==> src/rtl/add32_seq.sv <==
// add32_seq: two-cycle 32-bit add/subtract sequencer reusing one 16-bit CLA-ripple adder.
// Optional flags (ovf, zero) are enabled by defining ADD32_SEQ_FLAGS_EN.

module CLA_16bit_ripple (
    input  logic [15:0] a,
    input  logic [15:0] b,
    input  logic        cin,
    output logic [15:0] s,
    output logic        carry
);
    logic [4:0] c;
    assign c[0] = cin;
    assign carry = c[4];
    genvar g;
    for (g = 0; g < 4; g++) begin : grp
        logic [3:0] p, k, cc;
        assign p = a[4*g +: 4] ^ b[4*g +: 4];
        assign k = a[4*g +: 4] & b[4*g +: 4];
        assign cc[0] = c[g];
        assign cc[1] = k[0] | (p[0] & cc[0]);
        assign cc[2] = k[1] | (p[1] & k[0]) | (p[1] & p[0] & cc[0]);
        assign cc[3] = k[2] | (p[2] & k[1]) | (p[2] & p[1] & k[0]) | (p[2] & p[1] & p[0] & cc[0]);
        assign c[g+1] = k[3] | (p[3] & k[2]) | (p[3] & p[2] & k[1]) | (p[3] & p[2] & p[1] & k[0])
                      | (&p & cc[0]);
        assign s[4*g +: 4] = p ^ cc;
    end
endmodule

module add32_seq (
    input  logic        clk,
    input  logic        rst,
    input  logic        start,
    input  logic        sub,
    input  logic [31:0] a,
    input  logic [31:0] b,
    output logic        ready,
    output logic        busy,
    output logic        done,
    output logic [31:0] sum,
`ifdef ADD32_SEQ_FLAGS_EN
    output logic        ovf,
    output logic        zero,
`endif
    output logic        cout
);
    typedef enum logic [1:0] {IDLE, LO, HI, DONE} state_t;
    state_t      state_q, state_d;
    logic [31:0] opa_q, opa_d, opb_q, opb_d, sum_q, sum_d;
    logic [15:0] lo_q, lo_d, add_a, add_b, add_s;
    logic        cin_q, cin_d, c16_q, c16_d, cout_q, cout_d, add_ci, add_c, accept;
`ifdef ADD32_SEQ_FLAGS_EN
    logic        ovf_q, ovf_d, zero_q, zero_d;
    assign ovf  = ovf_q;
    assign zero = zero_q;
`endif

    assign ready = (state_q == IDLE) || (state_q == DONE);
    assign busy  = (state_q == LO) || (state_q == HI);
    assign done  = (state_q == DONE);
    assign sum   = sum_q;
    assign cout  = cout_q;

    CLA_16bit_ripple u_cla (.a(add_a), .b(add_b), .cin(add_ci), .s(add_s), .carry(add_c));

    // Adder input mux: high half in HI, low half otherwise; next-state and datapath updates
    always_comb begin
        add_a   = (state_q == HI) ? opa_q[31:16] : opa_q[15:0];
        add_b   = (state_q == HI) ? opb_q[31:16] : opb_q[15:0];
        add_ci  = (state_q == HI) ? c16_q : cin_q;
        accept  = start && ready;
        state_d = accept ? LO : (state_q == LO) ? HI : (state_q == HI) ? DONE : IDLE;
        opa_d   = accept ? a : opa_q;
        opb_d   = accept ? (b ^ {32{sub}}) : opb_q;
        cin_d   = accept ? sub : cin_q;
        lo_d    = (state_q == LO) ? add_s : lo_q;
        c16_d   = (state_q == LO) ? add_c : c16_q;
        sum_d   = (state_q == HI) ? {add_s, lo_q} : sum_q;
        cout_d  = (state_q == HI) ? add_c : cout_q;
`ifdef ADD32_SEQ_FLAGS_EN
        ovf_d   = (state_q == HI) ? ((opa_q[31] == opb_q[31]) && (add_s[15] != opa_q[31])) : ovf_q;
        zero_d  = (state_q == HI) ? ({add_s, lo_q} == '0) : zero_q;
`endif
    end

    // All state and result registers; async reset aborts any operation in flight
    always_ff @(posedge clk or posedge rst) begin
        if (rst) begin
            state_q <= IDLE;
            opa_q   <= '0;
            opb_q   <= '0;
            cin_q   <= 1'b0;
            lo_q    <= '0;
            c16_q   <= 1'b0;
            sum_q   <= '0;
            cout_q  <= 1'b0;
`ifdef ADD32_SEQ_FLAGS_EN
            ovf_q   <= 1'b0;
            zero_q  <= 1'b0;
`endif
        end else begin
            state_q <= state_d;
            opa_q   <= opa_d;
            opb_q   <= opb_d;
            cin_q   <= cin_d;
            lo_q    <= lo_d;
            c16_q   <= c16_d;
            sum_q   <= sum_d;
            cout_q  <= cout_d;
`ifdef ADD32_SEQ_FLAGS_EN
            ovf_q   <= ovf_d;
            zero_q  <= zero_d;
`endif
        end
    end
endmodule

==> config.mk <==
export PLATFORM = sky130hd
export DESIGN_NAME = add32_seq
export DESIGN_NICKNAME = d
export VERILOG_FILES = /design/src/rtl/add32_seq.sv
export SDC_FILE = /design/constraint.sdc
export NUM_CORES = 1
export LEC_CHECK = 0
export ABC_CLOCK_PERIOD_IN_PS = 5100
export BUFFER_PORTS_ARGS = -buffer_cell sky130_fd_sc_hd__buf_2
export CORE_ASPECT_RATIO = 0.75
export CORE_UTILIZATION = 56
export CTS_CLUSTER_DIAMETER = 60
export DETAILED_ROUTE_END_ITERATION = 7
export PLACE_DENSITY = 0.8
export SYNTH_ARGS = -nofsm -noshare
export SYNTH_HDL_FRONTEND = slang
export SYNTH_SLANG_ARGS = --single-unit
==> constraint.sdc <==
create_clock -name clk -period 5.1 [get_ports clk]
set_input_delay 0.765 -clock clk [delete_from_list [all_inputs] [get_ports clk]]
set_output_delay 0.765 -clock clk [all_outputs]
set_load 0.02 [all_outputs]
Yosys cells after proc, flatten, opt, wreduce, memory -nomap -nowiden:

Cells that the tools add are included.

* input port bits: 68
* register bits: 117
* output and inout bits: 36
* word-level logic and storage cells: 138

* reduce and logical (&&, ||, !) cells: 8
* muxes and demuxes: 6
* bitwise gates (word level): 113
* equal/unequal tests: 3

Operator list (count)
* AND 1 bit: 60
* bitwise OR 1 bit: 40
* 2-to-1 mux 16 bit: 2
* XOR 32 bit: 1
* XOR 4 bit: 8
* AND 4 bit: 4
* AND reduction 4 bit: 4
* 2-to-1 mux 2 bit: 3
* equality test 2 bit, second input constant: 2
* equality test 2 x 1 -> 1 bit, second input constant: 1
* zero test 2 bit: 1
* logical OR 1 bit: 2
* logical AND 1 bit: 1
* 2-to-1 mux 1 bit: 1

Longest topological paths before layout:

* word-level depth: 15
* depth in mapped cells: 16
* depth with buffers taken out: 13

Modules after synthesis:

From an unflattened synthesis, not the netlist that was laid out.

* cells, all modules: 457
* area, all modules: 5938.2 sq um

By module, submodules not included
* add32_seq: times used 1, cells each 369, sequential area each 2927.8 sq um, area an instance 5198.7 sq um
* CLA_16bit_ripple: times used 1, cells each 88, sequential area each 0.0 sq um, area an instance 739.5 sq um

Worst setup path after synthesis:

OpenSTA, ideal clock, no wires.

* path kind: reg2reg
* from: reg state_q[0]
* to: reg lo_q[13]
* buffers on the path: 3
* data arrival time: 3819 ps
* cell stages (with the launch flop): 16
* required time: 4975 ps
* clock period less this slack: 3944 ps
* slack: 1156 ps
* setup time: 125 ps
* cells stage by stage: dfrtp_1 > inv_1 > ha_1 > buf_6 > clkbuf_1 > buf_1 > mux2_2 > ha_1 > nand2_1 > o211ai_1 > o211ai_1 > a21oi_1 > a31oi_1 > fa_1 > xnor2_1 > mux2_2

* longest elaborated chain between the ends: 15
* elaborated cells on any way between the ends: 49
* those cells by class: eq/ne (2); mux (3); bitwise (41); reduce/logical (3)

Ends and longest elaborated chain
* start: declaration: RTL line 47 `state_t state_q, state_d;`
* start signal: assignment: RTL line 101 `state_q <= state_d;`
* equality test 2 bit: RTL line 67, 68, 69
* 2-to-1 mux 16 bit (on tied branches): RTL line 67, 68
* XOR 4 bit / AND 4 bit (equally long branches): RTL line 17, 18
* AND 1 bit: RTL line 23 `assign c[g+1] = k[3] | (p[3] & k[2]) | (p[3] & p[2] & k[1]) | (p[3] & p[2] & p[1] & k[0])`
* bitwise OR 1 bit / AND 1 bit (equally long branches) (2 in a row): RTL line 23
* bitwise OR 1 bit: RTL line 23
* bitwise OR 1 bit: RTL line 24 `| (&p & cc[0]);`
* AND 1 bit: RTL line 24
* bitwise OR 1 bit: RTL line 24
* AND 1 bit: RTL line 24
* bitwise OR 1 bit: RTL line 24
* AND 1 bit: RTL line 20 `assign cc[1] = k[0] | (p[0] & cc[0]);`
* bitwise OR 1 bit: RTL line 20
* XOR 4 bit: RTL line 25 `assign s[4*g +: 4] = p ^ cc;`
* end signal: assignment: RTL line 105 `lo_q <= lo_d;`
* end: declaration: RTL line 49 `logic [15:0] lo_q, lo_d, add_a, add_b, add_s;`

Several ways; a longest one is shown, not always the timed one.
A chain may end at the register's enable or synchronous reset.

Final worst setup path:

* from: reg state_q[0]
* to: reg sum_q[29], in the netlist sum[29]

* longest elaborated chain between the ends: 15
* elaborated cells on any way between the ends: 48
* those cells by class: eq/ne (1); mux (3); bitwise (41); reduce/logical (3)

Ends and longest elaborated chain
* equality test 2 bit *
* 2-to-1 mux 16 bit (on tied branches): RTL line 67, 68
* XOR 4 bit / AND 4 bit (equally long branches): RTL line 17, 18
* AND 1 bit: RTL line 23
* bitwise OR 1 bit / AND 1 bit (equally long branches) (2 in a row): RTL line 23
* bitwise OR 1 bit: RTL line 23
* bitwise OR 1 bit: RTL line 24
* AND 1 bit: RTL line 24
* bitwise OR 1 bit: RTL line 24
* AND 1 bit: RTL line 24
* bitwise OR 1 bit: RTL line 24
* AND 1 bit: RTL line 20
* bitwise OR 1 bit: RTL line 20
* XOR 4 bit: RTL line 25
* end signal: assignment: RTL line 107 `sum_q <= sum_d;`
* end: declaration: RTL line 48 `logic [31:0] opa_q, opa_d, opb_q, opb_d, sum_q, sum_d;`

Mark *: on every way between the ends. The rest lies on a longest branch, timed or not.

==> metrics.txt <==
status finished clean; Ports 104; antenna cells 0; Syn Nets 572; grt total ovfl 0; Seq cells post-synth 117; post-CTS setup buffer count 0; floorplan row count 31; list of most frequent post-synthesis cells dfrtp_1 (117), mux2_2 (94), nand2_1 (50); Worst EP required 5.39 ns; Warnings, synthesis 0; fin crit share 0.821; DR pass1 iterations 4; Synth cell types 39; Clock transition at path regs 0.05 ns; crit start category register; RR Endpoint sum[29]; top cell type by total area after synthesis dfrtp_1; Total GRT Usage 0.254; clk_lat worst skew 0.41 ns; largest net degree at the start of global routing 99; # hold bufs at CTS 0; Starting Density 0.583; worst path cell trace inv_1, ha_2, buf_4, mux2_2, ha_1, o211ai_1, a21oi_1, a31oi_1, fa_1, xnor2_1, mux2_2; Worst slew margin 0.361; final WL 12300 µm; post-synthesis cell count 481; Least-Margin Pin Slew 0.959 ns; hold path depth 2; max_cap viols 0; Synth async-reset ratio 1.00; CP Max Fanout 29; Root Buffer clkbuf_16; H-tree levels 4; RePlAce Congestion 0.823; via count 4008; hold slack 0.477 ns; Post-synth EDFFs 0; hold path startpoint opb_q[8]; reg2reg start state_q[0]; CP startpoint state_q[0]; CP max stage cell ha_2; vias in the first global route 4134; Yosys top cell area share 0.514; CTS tree built; top cells by area, synth dfrtp_1 (51%), mux2_2 (19%), xnor2_1 (5.7%); skew final 0.00959 ns; prevailing post-synth register cell dfrtp_1; die area 10600 µm²; slowest stage delay, CP 0.63 ns; Max Freq 239 MHz; min Tclk post-route 4.19 ns; final slew viol count 0; final hold vios 0; R2R Setup Slk 0.91 ns; final-report setup violation count 0; Layout area overhead 20.4%; Die Ht 89.3 µm; routed length per placed instance 17.0 µm; Setup Crit Path Kind reg2reg; final routed DRC violation total 0; port bufs 103; CORE AREA 9770 µm²; setup TNS 0 ns; Die Width 118 µm; hold path endpoint opb_q[8]; Crit path top cell by count mux2_2; first-pass GRT wire length 20300 µm; fin nets 671; DR iter-0 viols 327; CTS Buf Count 17; Post-Synthesis Cell Area 5700 µm²; Arrival @ worst endpoint 4.47 ns; drt via density 5.54; Syn Area/Cell 11.8 µm²; clock buffer depth 2; Hold Path Class reg2reg; Post-DP HPWL 8670 µm; number of clock sinks 117; RSZ-0062 raised after global routing false; worst r2r path cells 11; Final ANT Viol Nets 0; top-count cell post-synth dfrtp_1; share of layout cells above drive strength 1 0.391; Seq/Total Area, Yosys 0.514; post-cts resize count 0; initial antenna violation count 0; CP endpoint kind register
## worst max-delay path: cells and delay by family (launching register included)
family,cells,cell delay (ns)
AO/OA/AOI/OAI,3,0.88
XOR/XNOR,1,0.17
adder cells (fa/ha/maj),3,1.47
buffers and inverters,2,0.49
flip-flops,1,0.39
multiplexers,2,0.66
## layout by cell type (no fill, tap or decap), drive strengths merged, types with 4 or more instances in the layout
cell type,instances
nand2,50
inv,13
nor2,14
or3,5
dfrtp,117
clkbuf,25
and3,4
xnor2,37
nand3,4
a21oi,13
o21ai,39
mux2,95
fa,4
o31ai,4
buf,107
ha,19
## cell families (layout without fill, tap and decap cells)
family,count (synthesis),in the layout,synth area share
buf+inv,40,150,0.0277
compound gates,79,79,0.0855
flops,117,117,0.514
xor+xnor,38,38,0.0584
fa+ha+maj,23,23,0.0558
mux,98,98,0.194
simple gates,86,86,0.0648
## worst max path at each step
stage          slack [ns]  endpoint  depth (start not counted)
3_5_place_dp         0.98  lo_q[13]                         11
3_3_place_gp         1.21   sum[29]                         11
2_1_floorplan        1.16  lo_q[13]                         15
4_1_cts              0.92   sum[29]                         11
5_1_grt              0.61   sum[29]                         11
6_report             0.91   sum[29]                         11
## through the flow
step / setup slack [ns] / cells / instance area, µm² / util
floorplan: 1.16 / 481 / 5700 / -
global placement: 1.21 / 693 / 6300 / 0.645
detailed placement: 0.984 / 693 / 6300 / 0.645
CTS: 0.924 / 723 / 6860 / 0.701
global route: 0.612 / 723 / 6860 / 0.701
finish: 0.914 / 723 / 6860 / 0.701
## registers in the layout, summed over array words and instances, names as in the netlist
name and cells:
c16_q 1, cin_q 1, cout 1, lo_q 16, opa_q 32, opb_q 32
state_q 2, sum 32
## routing by layer
metal	up-vias	track usage	routed length [µm]
met5	-	0	0
met4	0	0.0978	277
met3	26	0.0740	687
met2	133	0.429	6050
met1	1967	0.317	5310
li1	1882	-	-
## final cells by class
cell class | instances | area, µm²
clock buffer | 25 | 475
clock inverter | 5 | 75.1
fill | 741 | 2920
inverter | 13 | 51.3
multi-input combinational | 324 | 2620
sequential | 117 | 2930
tap | 132 | 165
timing repair buffer | 107 | 546
Power is left out: the tool's default activity adds up to more than one toggle a clock period on the data nets, which glitch-free logic cannot reach.
